### src/rtl/fact_accel_pkg.sv
// Shared constants for the factorial accelerator:
// register map, FSM encoding and operand limit.
package fact_accel_pkg;

  localparam int unsigned DW = 32;

  localparam logic [1:0] ADDR_N      = 2'd0;
  localparam logic [1:0] ADDR_GO     = 2'd1;
  localparam logic [1:0] ADDR_STATUS = 2'd2;
  localparam logic [1:0] ADDR_RESULT = 2'd3;

  localparam logic [3:0] MAX_N = 4'd12;

  typedef enum logic [1:0] {
    S_IDLE = 2'd0,
    S_CALC = 2'd1,
    S_DONE = 2'd2
  } state_e;

  function automatic logic n_legal(input logic [3:0] n);
    return n <= MAX_N;
  endfunction

endpackage

### src/rtl/fact_datapath.sv
// Factorial datapath: running product, down-counter,
// 32-bit multiplier and end-of-count comparator.
module fact_datapath
  import fact_accel_pkg::*;
(
  input  logic          clk,
  input  logic          rst,
  input  logic          load_i,
  input  logic          step_i,
  input  logic [3:0]    n_i,
  output logic [DW-1:0] product_o,
  output logic          last_o
);

  logic [DW-1:0] product_q, product_d;
  logic [3:0]    cnt_q, cnt_d;
  logic [DW-1:0] mul;

  assign mul       = product_q * {28'b0, cnt_q};
  assign last_o    = cnt_q <= 4'd1;
  assign product_o = product_q;

  // Load seeds the product; each step folds in cnt and counts down.
  always_comb begin
    product_d = product_q;
    cnt_d     = cnt_q;
    unique case (1'b1)
      load_i: begin
        product_d = 32'd1;
        cnt_d     = n_i;
      end
      (step_i && !last_o): begin
        product_d = mul;
        cnt_d     = cnt_q - 4'd1;
      end
      default: ;
    endcase
  end

  // Product and counter registers.
  always_ff @(posedge clk or negedge rst) begin
    if (!rst) begin
      product_q <= '0;
      cnt_q     <= '0;
    end else begin
      product_q <= product_d;
      cnt_q     <= cnt_d;
    end
  end

endmodule

### src/rtl/fact_accel.sv
// Memory-mapped factorial accelerator: bus register
// file, control FSM and datapath instance.
module fact_accel
  import fact_accel_pkg::*;
(
  input  logic        clk,
  input  logic        rst,
  input  logic        we,
  input  logic [1:0]  a,
  input  logic [31:0] wd,
  output logic [31:0] rd,
  output logic        busy,
  output logic        done
);

  state_e        state_q, state_d;
  logic [3:0]    n_q, n_d;
  logic          done_q, done_d;
  logic          err_q, err_d;
  logic [DW-1:0] result_q, result_d;

  logic          wr_n;
  logic          go;
  logic          load;
  logic          step;
  logic [DW-1:0] product;
  logic          last;
  logic          unused_wd;

  assign unused_wd = ^wd[31:4];

  assign busy = state_q == S_CALC;
  assign done = done_q;

  assign wr_n = we && (a == ADDR_N) && !busy;
  assign go   = we && (a == ADDR_GO) && wd[0] && !busy;

  // Operand register update.
  always_comb begin
    n_d = n_q;
    if (wr_n) n_d = wd[3:0];
  end

  // Control FSM: next state, status and datapath strobes.
  always_comb begin
    state_d  = state_q;
    done_d   = done_q;
    err_d    = err_q;
    result_d = result_q;
    load     = 1'b0;
    step     = 1'b0;
    unique case (state_q)
      S_IDLE, S_DONE: begin
        if (go) begin
          if (n_legal(n_q)) begin
            state_d = S_CALC;
            done_d  = 1'b0;
            err_d   = 1'b0;
            load    = 1'b1;
          end else begin
            state_d  = S_DONE;
            done_d   = 1'b1;
            err_d    = 1'b1;
            result_d = '0;
          end
        end
      end
      S_CALC: begin
        if (last) begin
          state_d  = S_DONE;
          done_d   = 1'b1;
          result_d = product;
        end else begin
          step = 1'b1;
        end
      end
      default: state_d = S_IDLE;
    endcase
  end

  // Control and status registers.
  always_ff @(posedge clk or negedge rst) begin
    if (!rst) begin
      state_q  <= S_IDLE;
      n_q      <= '0;
      done_q   <= 1'b0;
      err_q    <= 1'b0;
      result_q <= '0;
    end else begin
      state_q  <= state_d;
      n_q      <= n_d;
      done_q   <= done_d;
      err_q    <= err_d;
      result_q <= result_d;
    end
  end

  // Read mux reflects the registers as they were before this edge.
  always_comb begin
    rd = '0;
    unique case (1'b1)
      (a == ADDR_N):      rd = {28'b0, n_q};
      (a == ADDR_GO):     rd = {31'b0, busy};
      (a == ADDR_STATUS): rd = {30'b0, err_q, done_q};
      (a == ADDR_RESULT): rd = result_q;
      default: ;
    endcase
  end

  fact_datapath u_dp (
    .clk       (clk),
    .rst       (rst),
    .load_i    (load),
    .step_i    (step),
    .n_i       (n_q),
    .product_o (product),
    .last_o    (last)
  );

endmodule

### config.mk
export PLATFORM = sky130hd
export DESIGN_NAME = fact_accel
export DESIGN_NICKNAME = d
export VERILOG_FILES = /design/src/rtl/fact_accel_pkg.sv /design/src/rtl/fact_datapath.sv /design/src/rtl/fact_accel.sv
export SDC_FILE = /design/constraint.sdc
export NUM_CORES = 1
export LEC_CHECK = 0
export ABC_AREA = 1
export BUFFER_PORTS_ARGS = -buffer_cell sky130_fd_sc_hd__clkbuf_2
export CAP_MARGIN = 0
export CORE_AREA = 2 2 165 167
export CTS_CLUSTER_SIZE = 16
export DETAILED_ROUTE_END_ITERATION = 6
export DIE_AREA = 0 0 167 169
export GPL_ROUTABILITY_DRIVEN = 0
export PLACE_DENSITY_LB_ADDON = 0.05
export SLEW_MARGIN = 20
export SYNTH_ARGS = -nofsm -noshare
export SYNTH_HDL_FRONTEND = slang
export SYNTH_SLANG_ARGS = --single-unit
### constraint.sdc
create_clock -name clk -period 8.2 [get_ports clk]
set_input_delay 1.23 -clock clk [delete_from_list [all_inputs] [get_ports clk]]
set_output_delay 1.23 -clock clk [all_outputs]
set_load 0.05 [all_outputs]
After elaboration in Yosys (flattened, before gate mapping):

Cells that the tools add are included.

* bits in registers: 76
* input bits: 37
* output and inout port bits: 34
* word-level logic and storage cells: 56

* add/subtract/negate cells: 1
* multiply operators: 1
* magnitude comparators: 2
* equal/unequal tests: 8
* multiplexer cells: 20
* reductions and logical operators: 17

Operators by type and width (number)
* case mux 32 bit (2 select lines): 2
* case mux 32 bit (4 select lines): 1
* two-way mux 32 bit: 3
* multiplier 32 x 4 -> 32 bit: 1
* two-way mux 1 bit: 8
* case mux 4 bit (2 select lines): 1
* equality test 2 bit, second input constant: 3
* logical AND 1 bit: 6
* two-way mux 2 bit: 3
* equality test 2 x 1 -> 1 bit, second input constant: 2
* <= comparator 4 x 1 -> 1 bit, second input constant: 1
* <= comparator 4 bit, second input constant: 1
* logical NOT 2 bit: 2
* inequality test 2 bit, second input constant: 2
* case mux 2 bit (2 select lines): 1
* AND reduction 2 bit: 2
* AND reduction 4 bit: 1
* nonzero test 2 bit: 2
* subtractor 4 x 1 -> 4 bit, second input constant: 1
* AND reduction 3 bit: 1
* logical NOT 1 bit: 2
* inequality test 2 x 1 -> 1 bit, second input constant: 1
* case mux 1 bit (2 select lines): 1
* OR reduction 2 bit: 1

Longest topological paths before layout:

Gate-level depths: netlist (run 1).

* word-level depth: 7
* mapped depth: 20
* depth with buffers taken out: 18

By module:

From an unflattened synthesis (run 1), not the netlist that was laid out.

* cells, all modules: 1265
* area, all modules: 8179.1 µm²

By module, submodules not included
* fact_datapath: times used 1, cells each 1000, area an instance 6107.1 µm², sequential area each 900.9 µm²
* fact_accel: times used 1, cells each 265, area an instance 2072.0 µm², sequential area each 1001.0 µm²

Worst setup path before layout (run 1):

Ideal clock, no wire load.

* path type: input port to output port
* start point: in a[0]
* end point: out rd[2]
* arrival: 2.305 ns
* required time: 6.970 ns
* setup slack: 4.665 ns
* stages on the path: 3
* cell sequence: nand2_1 > clkbuf_1 > o22ai_1

* word-level cells in the longest chain between the ends: 2

Ends and longest elaborated chain
* start: declaration: line fact_accel.sv:9 `input logic [1:0] a,`
* equality test 2 bit (tied with other cells): line fact_accel.sv:105 `(a == ADDR_RESULT): rd = result_q;`
* case mux 32 bit (4 select lines) *: line fact_accel.sv:101 `unique case (1'b1)`
* end: declaration: line fact_accel.sv:11 `output logic [31:0] rd,`

Mark *: on every way between the ends. The rest lies on a longest branch, timed or not.

Worst setup path after layout (run 1):

* start point: reg u_dp.cnt_q[1]
* end point: reg u_dp.product_q[22] (netlist: u_dp.product_o[22])

* word-level cells in the longest chain between the ends: 5

Ends and longest elaborated chain
* start: declaration: line fact_datapath.sv:16 `logic [3:0] cnt_q, cnt_d;`
* start signal: assignment: line fact_datapath.sv:47 `cnt_q <= cnt_d;`
* parallel branches: the longest is 5 deep, another holds multiplier 32 x 4 -> 32 bit
* end signal: assignment: line fact_datapath.sv:46 `product_q <= product_d;`
* end: declaration: line fact_datapath.sv:15 `logic [DW-1:0] product_q, product_d;`

Parallel ways; which one is timed is not known.
A chain may end at the register's enable or synchronous reset.

==> flow_metrics.tcl, run 1 <==
set metrics [dict create \
    multi_input_area_mm2 0.00448 \
    ys.flop_type "dfrtp_1" \
    path_cells "buf_4 -> nand2_1 -> inv_1 -> fa_1 -> inv_1 -> fa_1 -> inv_1 -> ha_1 -> nand2_1 -> nor2_1 -> inv_1 -> nor2_1 -> nand4_1 -> nand3_1 -> nand2_1 -> nand2_1 -> o21ai_1" \
    critPathKind "flop to flop" \
    synth_common_cells "nand2_1 (380), inv_1 (336), nand3_1 (82)" \
    die_h_um 169 \
    startpoint_type "flop" \
    synth_nets 1346 \
    layout.nets 1372 \
    io_pins 71 \
    finalClockSkew_ns 0.0114 \
    yosysMostFrequentCell "nand2_1" \
    grt_max_degree 55 \
    seq_area_mm2 0.00190 \
    synthTopCellsByArea "dfrtp_1 (24%), nand2_1 (18%), inv_1 (16%), fa_1 (15%), ha_1 (5.4%)" \
    dp_cells 1574 \
    clk_path_buf_depth 2 \
    drt-pass1-iter-count 4 \
    hpwl_um 18000 \
    synthCells 1218 \
    ant_nets 0 \
    min_path_type "flop to flop" \
    initial_core_util_pct 29.5 \
    htree_levels 3 \
    synth-seq-area-share_pct 24.3 \
    cts.repair.resized 0 \
    wl_per_cell_um 14.8 \
    synth.distinct_cells 35 \
    grt_pass1_wl_um 39100 \
    tightest_slew_ns 0.903 \
    cts.sinks 76 \
    synth-seq-cells 76 \
    slew_violations 0 \
    post-route-min-period_ns 4.00 \
    viasPerCell 4.41 \
    clk_latency_ns 0.35 \
    cts_tree "built" \
    drive_above_1_share_pct 6.57 \
    coreArea_mm2 0.0265 \
    clk_pin_slew_ns 0.06 \
    numCtsBuffers 9 \
    rows 60 \
    pwr_density_cell_mw_per_mm2 328 \
    power_mw 2.83 \
    fmax_ghz 0.250 \
    synth-edff-count 0 \
    drt_wl_total_um 23500 \
    async_flop_share_pct 100 \
    end_kind "flop" \
    power_leakage_nw 5.35 \
    status "completed" \
    rsz0062_at_grt "no" \
    grt_pass1_vias 7136 \
    synth_top_area_share_pct 24.3 \
    setup_viol 0 \
    arrival_ns 4.24 \
    slowest_stage "dfrtp_1" \
    syn_area_mm2 0.00783 \
    relSlewSlack_pct 39.8 \
    yosysTopAreaCell "dfrtp_1" \
    gr-usage-all-layers_pct 17.6 \
    die_area_mm2 0.0282 \
    path_max_fanout 19 \
    max_stage_delay_ns 0.69 \
    diodes 0 \
    instances_no_fill 1590 \
    yosysWarnings 0 \
    final.setup.tns_ns 0 \
    required_ns 8.44 \
    cts_setup_buffers 0 \
    antenna_found_initial 0 \
    fin_crit_sh_pct 48.8 \
    route.detailed.drc 0 \
    cts_root_buf "clkbuf_16" \
    grt.overflow.total 0 \
    cts_hold_buffers 0 \
    nFillCells 3012 \
    ir_drop_mv 0.211 \
    avgSynthCellArea_um2 6.43 \
    cap_violations 0 \
    syn_to_final_growth_pct 10.4 \
    die_w_um 167 \
    finalHoldViolations 0 \
    num_vias 7008 \
    drt_iter0_drc 326 \
    io_buffers 42 \
]
[final cells by class]
class	count	share of cell area, %
well taps	341	4.94
clock inverters	6	0.434
inverters	343	14.9
clock buffers	10	2.77
multi-input cells	765	51.9
flip-flops and latches	76	22.0
repair buffers	49	3.07
[metal layers]
metal	share of wire [%]	vias up	GRT usage, %	routed length [um]
met5	0	-	0	0
li1	-	3625	-	-
met3	1.9	18	2.29	445
met1	52	3305	25.0	12200
met2	45	60	28.6	10500
met4	1.3	0	4.01	309
[layout by cell type, fill, tap and decap left out, types with 15 or more instances in the layout]
cell type and instances:
nand2_1 379, inv_1 336, nand3_1 82, nor2_1 75, dfrtp_1 75, fa_1 57
clkbuf_2 41, o21ai_1 37, a21oi_1 34, ha_1 34, o21ai_0 15
[cells by family (layout without fill, tap and decap cells)]
logic type | count (synthesis) | in the layout | share of synthesized area, %
flops | 76 | 76 | 24.3
buf+inv | 377 | 408 | 18.5
xor+xnor | 2 | 2 | 0.224
compound gates | 108 | 108 | 7.83
fa+ha+maj | 91 | 91 | 20.0
simple gates | 564 | 564 | 29.2
[power breakdown]
| group | internal [mW] | switching, mW |
|---|---|---|
| combinational | 0.555 | 1.13 |
| sequential | 0.530 | 0.222 |
| clock | 0.213 | 0.185 |
[sequential cells by signal, summed over array words and instances, names as in the netlist]
| signal | count |
|---|---|
| result_q | 32 |
| u_dp.product_o | 32 |
| n_q | 4 |
| u_dp.cnt_q | 4 |
| state_q | 2 |
| done | 1 |
| err_q | 1 |
[critical path: cells and delay by family (launching register included)]
family	cells	cell delay, ns
flops	1	0.69
compound gates	1	0.06
simple gates	8	1.16
fa+ha+maj	3	1.36
buf+inv	5	0.60
[worst paths after layout]
path,start,end,slack (ns),cells after the start
worst max register to register,u_dp.cnt_q[1]$_DFFE_PN0P_,u_dp.product_o[22]$_DFFE_PN0P_,4.20,17
worst max-delay path,u_dp.cnt_q[1]$_DFFE_PN0P_,u_dp.product_o[22]$_DFFE_PN0P_,4.20,17
worst min register to register,err_q$_DFFE_PN0P_,err_q$_DFFE_PN0P_,0.49,1
min in group asynchronous,rst,u_dp.product_o[7]$_DFFE_PN0P_,0.78,1
max in group asynchronous,rst,u_dp.cnt_q[2]$_DFFE_PN0P_,6.31,2
worst min-delay path,err_q$_DFFE_PN0P_,err_q$_DFFE_PN0P_,0.49,1
[per-stage QoR]
step | hold WS (ns) | area [um^2] | utilization, % | setup slack, ns
after floorplan | 0.465 | 7830 | - | 4.67
after global placement | 0.483 | 8360 | 31.6 | 4.09
after detailed placement | 0.486 | 8360 | 31.6 | 4.05
after CTS | 0.500 | 8640 | 32.6 | 4.04
after global routing | 0.522 | 8640 | 32.6 | 3.94
final | 0.494 | 8640 | 32.6 | 4.20
(Power assumes the default switching activity.)
==> inputs of run 2 (changes only) <==
==> constraint.sdc (replaced) <==
create_clock -name clk -period 3.9 [get_ports clk]
set_input_delay 0.585 -clock clk [delete_from_list [all_inputs] [get_ports clk]]
set_output_delay 0.585 -clock clk [all_outputs]
set_load 0.05 [all_outputs]
==> flow_metrics.tcl, run 2 (synthesized netlist as in run 1, its figures left out) <==
set metrics [dict create \
    initial_core_util_pct 29.5 \
    required_ns 4.19 \
    clk_path_buf_depth 2 \
    syn_to_final_growth_pct 12.6 \
    setup_viol 0 \
    coreArea_mm2 0.0265 \
    cts.sinks 76 \
    rsz0062_at_grt "no" \
    path_max_fanout 21 \
    end_kind "flop" \
    instances_no_fill 1604 \
    die_h_um 169 \
    fin_crit_sh_pct 92.8 \
    ir_drop_mv 0.272 \
    io_pins 71 \
    fmax_ghz 0.276 \
    htree_levels 3 \
    finalHoldViolations 0 \
    arrival_ns 3.91 \
    clk_pin_slew_ns 0.07 \
    power_leakage_nw 5.44 \
    cts_hold_buffers 0 \
    startpoint_type "flop" \
    diodes 0 \
    layout_commonest_cell "nand2_1" \
    cap_violations 0 \
    die_w_um 167 \
    drt_wl_total_um 24900 \
    post-route-min-period_ns 3.62 \
    die_area_mm2 0.0282 \
    ant_nets 0 \
    relSlewSlack_pct 37.6 \
    pwr_density_cell_mw_per_mm2 721 \
    cts_tree "built" \
    grt.overflow.total 0 \
    grt_max_degree 64 \
    clk_latency_ns 0.36 \
    io_buffers 42 \
    grt_pass1_vias 7320 \
    grt_pass1_wl_um 40900 \
    min_path_type "input port to async pin" \
    drive_above_1_share_pct 7.44 \
    critPathKind "flop to flop" \
    gr-usage-all-layers_pct 18.6 \
    finalClockSkew_ns 0.0176 \
    numCtsBuffers 9 \
    viasPerCell 4.46 \
    wl_per_cell_um 15.5 \
    cts_root_buf "clkbuf_16" \
    antenna_found_initial 0 \
    drt-pass1-iter-count 5 \
    tightest_slew_ns 0.936 \
    drt_iter0_drc 477 \
    layout.nets 1386 \
    route.detailed.drc 0 \
    num_vias 7161 \
    final.setup.tns_ns 0 \
    dp_cells 1588 \
    slew_violations 0 \
    hpwl_um 19100 \
    status "completed" \
    rows 60 \
    final_cell_mix "nand2_1 (380), inv_1 (336), nand3_1 (81)" \
]
-- run 2: changes by cell type in the layout (fill, tap and decap cells not counted), sizes merged --
cell,change
buf,+14
bufinv,+1
clkinv,-1
-- run 2: per-stage QoR --
step | utilization [%] | hold slack [ns] | power (mW) | worst slack [ns] | cell area, um^2
2_1_floorplan | - | 0.289 | 4.17 | 0.611 | 7830
3_3_place_gp | 32.1 | 0.487 | 5.50 | 0.292 | 8520
3_5_place_dp | 32.1 | 0.485 | 5.51 | 0.282 | 8520
4_1_cts | 33.2 | 0.401 | 6.47 | 0.237 | 8810
5_1_grt | 33.3 | 0.446 | 7.11 | 0.00302 | 8810
6_report | 33.3 | 0.361 | 6.35 | 0.281 | 8810
-- run 2: worst paths after layout --
path	start	end	slack (ns)	cells past startpoint
min in group clk	wd[2]	n_q[2]$_DFFE_PN0P_	0.49	3
worst min-delay path	rst	result_q[10]$_DFFE_PN0P_	0.36	1
worst min register to register	err_q$_DFFE_PN0P_	err_q$_DFFE_PN0P_	0.49	1
worst max-delay path	u_dp.cnt_q[3]$_DFFE_PN0P_	u_dp.product_o[28]$_DFFE_PN0P_	0.28	17
worst max register to register	u_dp.cnt_q[3]$_DFFE_PN0P_	u_dp.product_o[28]$_DFFE_PN0P_	0.28	17
max in group asynchronous	rst	u_dp.product_o[14]$_DFFE_PN0P_	2.81	2
-- run 2: final cells by class --
cell class | instances | area, um^2
Clock buffer | 10 | 229
Clock inverter | 6 | 62.6
Fill cell | 2996 | 17700
Inverter | 343 | 1290
Multi-Input combinational cell | 765 | 4490
Sequential cell | 76 | 1900
Tap cell | 341 | 427
Timing Repair Buffer | 63 | 420
-- run 2: critical path, cell delays in order, from the launching register on --
cell and delay, ns:
dfrtp_1 0.41, buf_12 0.18, nand2_1 0.08, inv_1 0.06, fa_1 0.52, inv_1 0.05
fa_1 0.53, inv_1 0.04, ha_1 0.38, nand2_1 0.22, inv_1 0.07, a21oi_1 0.21
nand3_1 0.25, nand3_1 0.16, nand2_1 0.07, nand2_1 0.06, nand3_1 0.15, nand2_1 0.11
-- run 2: layer usage --
| layer | vias to the layer above | part of all wire, % | GRT usage [%] |
|---|---|---|---|
| li1 | 3659 | - | - |
| met1 | 3386 | 51 | 27.2 |
| met2 | 104 | 45 | 29.9 |
| met3 | 12 | 2.9 | 1.71 |
| met4 | 0 | 0.91 | 4.31 |
| met5 | - | 0 | 0 |
-- run 2: power by group --
| group | switching, mW | internal [mW] | leakage (nW) |
|---|---|---|---|
| clock network | 0.407 | 0.498 | 0.147 |
| registers | 0.389 | 1.11 | 0.996 |
| logic | 2.64 | 1.30 | 4.30 |
-- run 2: timing repair --
action,in CTS,in global routing
buffers inserted,0,0
endpoints found under the setup margin,0,1
gates resized for setup,0,1
==> inputs of run 3 (changes only) <==
--- a/config.mk
+++ b/config.mk
@@ -6,6 +6,7 @@
 export NUM_CORES = 1
 export LEC_CHECK = 0
 export ABC_AREA = 1
+export ABC_CLOCK_PERIOD_IN_PS = 3900
 export BUFFER_PORTS_ARGS = -buffer_cell sky130_fd_sc_hd__clkbuf_2
 export CAP_MARGIN = 0
 export CORE_AREA = 2 2 165 167
@@ -14,6 +15,7 @@
 export DIE_AREA = 0 0 167 169
 export GPL_ROUTABILITY_DRIVEN = 0
 export PLACE_DENSITY_LB_ADDON = 0.05
+export REMOVE_ABC_BUFFERS = 1
 export SLEW_MARGIN = 20
 export SYNTH_ARGS = -nofsm -noshare
 export SYNTH_HDL_FRONTEND = slang
==> flow_metrics.tcl, run 3 (synthesized netlist as in run 1, its figures left out) <==
set metrics [dict create \
    final_cell_mix "nand2_1 (378), inv_1 (336), nand3_1 (81)" \
    io_buffers 42 \
    cts_root_buf "clkbuf_16" \
    pwr_density_cell_mw_per_mm2 699 \
    layout_commonest_cell "nand2_1" \
    clk_latency_ns 0.36 \
    die_area_mm2 0.0282 \
    finalHoldViolations 0 \
    drt_wl_total_um 23500 \
    slowest_stage "fa_1" \
    startpoint_type "flop" \
    coreArea_mm2 0.0265 \
    critPathKind "flop to flop" \
    setup_viol 0 \
    ant_nets 0 \
    cap_violations 0 \
    rsz0062_at_grt "no" \
    htree_levels 3 \
    drt-pass1-iter-count 5 \
    required_ns 4.18 \
    cts_setup_buffers 0 \
    syn_to_final_growth_pct 12.7 \
    status "completed" \
    fmax_ghz 0.282 \
    cts.sinks 76 \
    power_leakage_nw 5.43 \
    num_vias 7103 \
    fin_crit_sh_pct 90.8 \
    cts_tree "built" \
    rows 60 \
    ir_drop_mv 0.293 \
    grt.overflow.total 0 \
    wl_per_cell_um 14.6 \
    clk_path_buf_depth 2 \
    grt_pass1_vias 7495 \
    instances_no_fill 1608 \
    route.detailed.drc 0 \
    crit_top_cell "nand2_1" \
    die_w_um 167 \
    grt_max_degree 63 \
    cp_top_family "adder cells" \
    path_max_fanout 23 \
    end_kind "flop" \
    relSlewSlack_pct 41.2 \
    cp.depth 17 \
    drive_above_1_share_pct 8.13 \
    fin_util_pct 33.3 \
    antenna_found_initial 0 \
    hpwl_um 18200 \
    drt_iter0_drc 413 \
    finalClockSkew_ns 0.0140 \
    arrival_ns 3.82 \
    crit_buf_inv 4 \
    die_h_um 169 \
    tightest_slew_ns 0.882 \
    layout.nets 1390 \
    min_path_type "input port to async pin" \
    initial_core_util_pct 29.5 \
    grt_pass1_wl_um 40600 \
    io_pins 71 \
    final.setup.tns_ns 0 \
    numCtsBuffers 9 \
    diodes 0 \
    rr_worst_depth 17 \
    reg2reg_slack_ns 0.36 \
    viasPerCell 4.42 \
    max_stage_delay_ns 0.54 \
    gr-usage-all-layers_pct 18.1 \
    slew_violations 0 \
    clk_pin_slew_ns 0.08 \
    post-route-min-period_ns 3.54 \
    path_cells "buf_4 -> nand2_1 -> inv_1 -> fa_1 -> inv_1 -> fa_1 -> inv_1 -> ha_1 -> nand2_1 -> nand2_1 -> a21oi_1 -> nand2_1 -> a21oi_1 -> nand2_1 -> nand2_1 -> nand3_1 -> nand2_1" \
    dp_cells 1592 \
]
[run 3: final timing paths]
kind	start	endpoint
min in group clk	wd[1]	n_q[1]$_DFFE_PN0P_
hold reg to reg	err_q$_DFFE_PN0P_	err_q$_DFFE_PN0P_
setup reg to reg	u_dp.cnt_q[3]$_DFFE_PN0P_	u_dp.product_o[30]$_DFFE_PN0P_
setup / recovery	u_dp.cnt_q[3]$_DFFE_PN0P_	u_dp.product_o[30]$_DFFE_PN0P_
hold / removal	rst	u_dp.product_o[4]$_DFFE_PN0P_
max in group asynchronous	rst	result_q[22]$_DFFE_PN0P_
[run 3: timing repair]
item | 4_1_cts | 5_1_grt
resized for setup | 0 | 5
hold buffers | 0 | 0
endpoints found under the setup margin | 0 | 3
[run 3: area by class of cell]
| type | instances | area, um^2 |
|---|---|---|
| fill | 3017 | 17700 |
| multi-input combinational | 765 | 4500 |
| sequential | 76 | 1900 |
| inverter | 343 | 1290 |
| tap | 341 | 427 |
| timing repair buffer | 67 | 425 |
| clock buffer | 9 | 225 |
| clock inverter | 7 | 58.8 |
[run 3: power by group]
part           switching [mW]  total [mW]  leakage, nW  internal [mW]
logic                    2.57        3.84         4.31           1.28
registers               0.347        1.46        0.996           1.12
clock network           0.416       0.858        0.127          0.442
[run 3: layer usage]
layer / share of wire (%) / wire, um / up-vias / global-route usage (%)
li1: - / - / 3663 / -
met1: 55 / 12900 / 3365 / 27.4
met2: 42 / 9840 / 61 / 27.6
met3: 2.4 / 571 / 14 / 2.29
met4: 1.1 / 256 / 0 / 3.79
met5: 0 / 0 / - / 0
[run 3: metrics by stage]
stage / instance area, um^2 / power (mW) / hold WS (ns) / setup slack, ns
2_1_floorplan: 7670 / 4.09 / 0.289 / 0.513
3_3_place_gp: 8520 / 5.35 / 0.486 / 0.292
3_5_place_dp: 8520 / 5.36 / 0.493 / 0.290
4_1_cts: 8810 / 6.27 / 0.384 / 0.256
5_1_grt: 8820 / 6.95 / 0.412 / 0.0455
6_report: 8820 / 6.16 / 0.342 / 0.359
